File: src/rtl/bram_reader_pkg.sv
// bram_reader_pkg: state encoding and sample width shared by the BRAM scan reader.
package bram_reader_pkg;
   localparam int DATA_W = 16;
   typedef enum logic [1:0] {IDLE, READ, FLUSH, DONE} state_t;
endpackage

File: src/rtl/bram_scan_reader_peak_tracker.sv
// peak_tracker: running unsigned maximum of handshaken samples with the offset of its first occurrence.
module peak_tracker
   import bram_reader_pkg::*;
#(
   parameter int IDX_W = 11
) (
   input  logic              clk,
   input  logic              rst,
   input  logic              clr,
   input  logic              hs,
   input  logic [DATA_W-1:0] data,
   input  logic [IDX_W-1:0]  idx,
   output logic [DATA_W-1:0] peak_val,
   output logic [IDX_W-1:0]  peak_idx
);
   always_ff @(posedge clk) begin
      if (rst || clr) begin
         peak_val <= '0;
         peak_idx <= '0;
      end else if (hs && data > peak_val) begin
         peak_val <= data;
         peak_idx <= idx;
      end
   end
endmodule

File: src/rtl/bram_scan_reader.sv
// bram_scan_reader: sweeps a BRAM address window into a valid/ready stream, using the BRAM output register as the data register.
// Define BRAM_READER_PEAK_EN to build the per-window peak tracker; otherwise peak outputs read 0.
module bram_scan_reader
   import bram_reader_pkg::*;
#(
   parameter int ADDR_BITS = 11
) (
   input  logic                 clk,
   input  logic                 rst,
   input  logic                 start,
   input  logic [ADDR_BITS-1:0] base_addr,
   input  logic [ADDR_BITS:0]   length,
   output logic                 busy,
   output logic                 done,
   output logic [ADDR_BITS-1:0] mem_addr,
   output logic                 mem_en,
   input  logic [DATA_W-1:0]    mem_data,
   output logic [DATA_W-1:0]    m_data,
   output logic                 m_valid,
   input  logic                 m_ready,
   output logic                 m_last,
   output logic [DATA_W-1:0]    peak_val,
   output logic [ADDR_BITS-1:0] peak_idx
);
   state_t               state, state_n;
   logic [ADDR_BITS-1:0] base;
   logic [ADDR_BITS:0]   len, issue_off;
   logic                 accept, issue, is_last, hs;

   assign accept   = state == IDLE && start && length != '0;
   // A new read may only be issued when the output register is free or being drained this cycle.
   assign issue    = state == READ && (!m_valid || m_ready);
   assign is_last  = issue_off == len - 1'b1;
   assign hs       = m_valid && m_ready;
   assign mem_en   = issue && !rst;
   assign mem_addr = base + issue_off[ADDR_BITS-1:0];
   assign m_data   = mem_data;
   assign busy     = state == READ || state == FLUSH;
   assign done     = state == DONE;

   always_comb begin
      state_n = state;
      case (state)
         IDLE:    if (start) state_n = length != '0 ? READ : DONE;
         READ:    if (issue && is_last) state_n = FLUSH;
         FLUSH:   if (hs) state_n = DONE;
         default: state_n = IDLE;
      endcase
   end

   always_ff @(posedge clk) begin
      if (rst) begin
         state     <= IDLE;
         base      <= '0;
         len       <= '0;
         issue_off <= '0;
         m_valid   <= 1'b0;
         m_last    <= 1'b0;
      end else begin
         state <= state_n;
         if (accept) begin
            base      <= base_addr;
            len       <= length;
            issue_off <= '0;
         end else if (issue) begin
            issue_off <= issue_off + 1'b1;
         end
         m_valid <= issue || (m_valid && !m_ready);
         if (issue) m_last <= is_last;
         else if (hs) m_last <= 1'b0;
      end
   end

`ifdef BRAM_READER_PEAK_EN
   logic [ADDR_BITS-1:0] hs_off;

   always_ff @(posedge clk) begin
      if (rst || accept) hs_off <= '0;
      else if (hs) hs_off <= hs_off + 1'b1;
   end

   peak_tracker #(.IDX_W(ADDR_BITS)) u_peak (
      .clk      (clk),
      .rst      (rst),
      .clr      (accept),
      .hs       (hs),
      .data     (m_data),
      .idx      (hs_off),
      .peak_val (peak_val),
      .peak_idx (peak_idx)
   );
`else
   assign peak_val = '0;
   assign peak_idx = '0;
`endif
endmodule

File: config.mk
export PLATFORM = sky130hd
export DESIGN_NAME = bram_scan_reader
export DESIGN_NICKNAME = d
export VERILOG_FILES = /design/src/rtl/bram_reader_pkg.sv /design/src/rtl/bram_scan_reader_peak_tracker.sv /design/src/rtl/bram_scan_reader.sv
export SDC_FILE = /design/constraint.sdc
export NUM_CORES = 1
export LEC_CHECK = 0
export CORE_MARGIN = 4
export CORE_UTILIZATION = 28
export CTS_CLUSTER_DIAMETER = 80
export DETAILED_ROUTE_END_ITERATION = 8
export PLACE_DENSITY = 0.55
export SLEW_MARGIN = 20
export SYNTH_ARGS = -nofsm -noshare
export SYNTH_HDL_FRONTEND = slang
export SYNTH_SLANG_ARGS = --single-unit
File: constraint.sdc
create_clock -name clk -period 2.5 [get_ports clk]
set_clock_uncertainty 0.1 [all_clocks]
set_input_delay 0.625 -clock clk [delete_from_list [all_inputs] [get_ports clk]]
set_output_delay 0.625 -clock clk [all_outputs]
set_load 0.1 [all_outputs]
==> results.yml <==
die:
  die-area_um2: 11800
  dieWidth_um: 108
  start_util_pct: 28.8
  die_h_um: 108
  ios: 102
  rows: 36
  coreArea_um2: 9820
routing:
  drc_errors: 0
  ant_nets: 0
  routed_wl_mm: 7.03
  wire_per_inst_um: 12.7
  drtPass1Iterations: 4
  drtIter0Drc: 76
  via_per_inst: 4.57
  num_vias: 2530
setup_path:
  critPathCaptureType: "primary output"
  crit_required_ns: 1.77
  worstRegToRegCells: 7
  path_common_cell: "o21ai_2"
  crit_type: "reg2out"
  cp_max_fo: 3
  worst_path_largest_cell_delay_ns: 0.36
  crit_slowest_cell: "dfxtp_2"
  critPathLaunchType: "flop"
  crit_family: "compound AO/OA/AOI/OAI gates"
  path_cells: "ha_4 > inv_2 > fa_2 > nor2b_2 > o21ai_2 > a21boi_2 > o21ai_2 > a21o_1 > nand3_2 > nor3b_4 > buf_12"
  r2r-start: "len[6]"
  critPathArrivalTime_ns: 2.34
  startpoint: "base[0]"
  worst-path-buf-inv: 2
  cp.depth: 11
synthesis:
  ys_ff_latch: 39
  yosys_warnings: 0
  syn_area_per_cell_um2: 8.14
  yosysSeqAreaShare_pct: 27.6
  synth_top_area_share_pct: 27.6
  synth_common_cells: "48 x nor2_1, 43 x buf_4, 39 x dfxtp_1, 19 x mux2i_1"
  ys_types: 49
  async_flop_share_pct: 0
  netlist_instances: 347
  netlist_area_um2: 2820
  synth_edf_count: 0
  synth_area_leaders: "dfxtp_1 28%, buf_4 11%, ha_1 7.1%"
  synth_largest_area_cell: "dfxtp_1"
  synthFlopType: "dfxtp_1"
  yosysMostFrequentCell: "nor2_1"
place:
  gp_congestion: 0.840
  portBuffers: 42
  post-dp-hpwl_mm: 5.32
timing:
  finalSetupViolations: 9
  fmax_mhz: 327
  fin_crit_ns: 3.06
  tightest_slew_ns: 0.595
  fin_crit_sh_pct: 122
  fin_hold_ws_ns: 0.401
  finalSetupTns_ns: -2.65
  hold_viol_final: 0
  fin_ws_ns: -0.562
  slew_headroom_pct: 59.8
  rsz0062_at_grt: "true"
  maxSlewViolCount: 0
cts:
  cts.reportedPaths.clkPinSlew_ns: 0.07
  root_buffer: "clkbuf_8"
  cts_htree_levels: 2
  clockBufferDepth: 2
  clkLatencyLatePin_ns: 0.29
  cts_tree: "yes"
  numCtsBuffers: 5
  ctsHoldBuffers: 0
  clkSinkCount: 39
pwr:
  finalPower_w: 0.00360
  leakagePower_nw: 1.72
  vdd_drop_max_mv: 1.03
  power_density_nw_per_um2: 863
run_status:
  violations: "setup timing"
  status: "complete, but fails checks"
grt:
  grt_pass1_wl_mm: 11.2
  grt-ovfl-total: 0
  grt.total_usage_pct: 11.8
  grt_pass1_vias: 2443
  grt_max_degree: 29
  grt_antenna_before_repair: 0
hold_path:
  hp-start: "base[7]"
  hold-path-cell-count: 2
  min_path_type: "reg2reg"
cells_and_area:
  nFillCells: 975
  multi_input_area_um2: 2080
  syn2layout_area_growth_pct: 47.8
  insertedDiodeCount: 0
  drive_above_1_share_pct: 33.5
  fin_nets: 480
  regArea_um2: 798
flow_run:
  drv_cap: 0
## layout make-up
type / count / share of cell area [%]
sequential: 39 / 19.1
tap: 133 / 3.99
multi-input combinational: 262 / 49.8
clock buffer: 8 / 2.40
inverter: 15 / 1.35
timing repair buffer: 97 / 23.4
## layout by cell type (no fill, tap or decap), types with 3 or more instances in the layout
cell              n
ha_1             12
inv_1            12
ha_4              4
buf_4            55
nand2_1          14
nand2b_1          6
nor2_1           47
buf_12           14
a21o_1            3
nand3_1           7
or4_4             4
inv_2             3
clkbuf_8          7
mux2i_1          19
nand4_1           5
nor3_1            3
o21ai_0           6
xnor2_1          13
a21oi_2           4
o21ai_2           4
a21oi_1          12
dfxtp_1          29
dfxtp_2           8
conb_1           27
clkdlybuf4s50_1  25
nor4_1            5
xor2_1            9
## registers in the layout (all words and copies together), names as in the netlist
register,flops
base,11
issue_off,12
len,12
m_last,1
m_valid,1
state,2
## worst min-delay path, cell delays in order (launching register included)
cell and delay [ns]:
dfxtp_1 0.33, mux2i_1 0.07, nor2_1 0.07
## routing by layer
metal	wire length (µm)	GRT usage, %	up-vias
met5	0	0	-
met4	154	4.51	0
met3	292	2.21	14
met2	3480	20.1	65
met1	3110	14.7	1176
li1	-	-	1275
## path summary, 6_finish.rpt
kind | end | slack [ns]
worst max-delay path | mem_addr[10] | -0.56
worst min-delay path | base[7] | 0.40
worst max register to register | state[0] | 0
worst min register to register | base[7] | 0.40
## stage by stage
stage | instance area (µm²) | util (%) | setup slack (ns) | cells
4_1_cts | 4030 | 41.0 | -0.648 | 552
2_1_floorplan | 3060 | - | -0.679 | 373
5_1_grt | 4170 | 42.5 | -0.713 | 554
3_5_place_dp | 3750 | 38.2 | -0.328 | 537
6_report | 4170 | 42.5 | -0.562 | 554
3_3_place_gp | 3750 | 38.2 | -0.287 | 537
## what timing repair did
item                                    in CTS  in global routing
pin swaps                                   18                 23
endpoints found under the setup margin      11                 11
setup buffers                                9                  6
resized for setup                           27                 30
## logic make-up after synthesis
logic type                 Yosys count  synth area share, %
DFF                                 39                 27.6
AOI/OAI and AO/OA                   52                 12.2
xor gates and xnor gates            28                 8.68
adders and majority gates           17                 7.80
other                                1                0.133
and+or+nand+nor                    119                 21.1
buffers and inverters               72                 15.6
muxes                               19                 6.73
## power by group
group | switching [W] | total (W) | internal [W] | leakage [nW]
Combinational | 0.00139 | 0.00233 | 0.000937 | 1.35
Clock | 0.000218 | 0.000470 | 0.000252 | 0.0515
Sequential | 0.0000858 | 0.000805 | 0.000719 | 0.323
(Power assumes the default switching activity.)
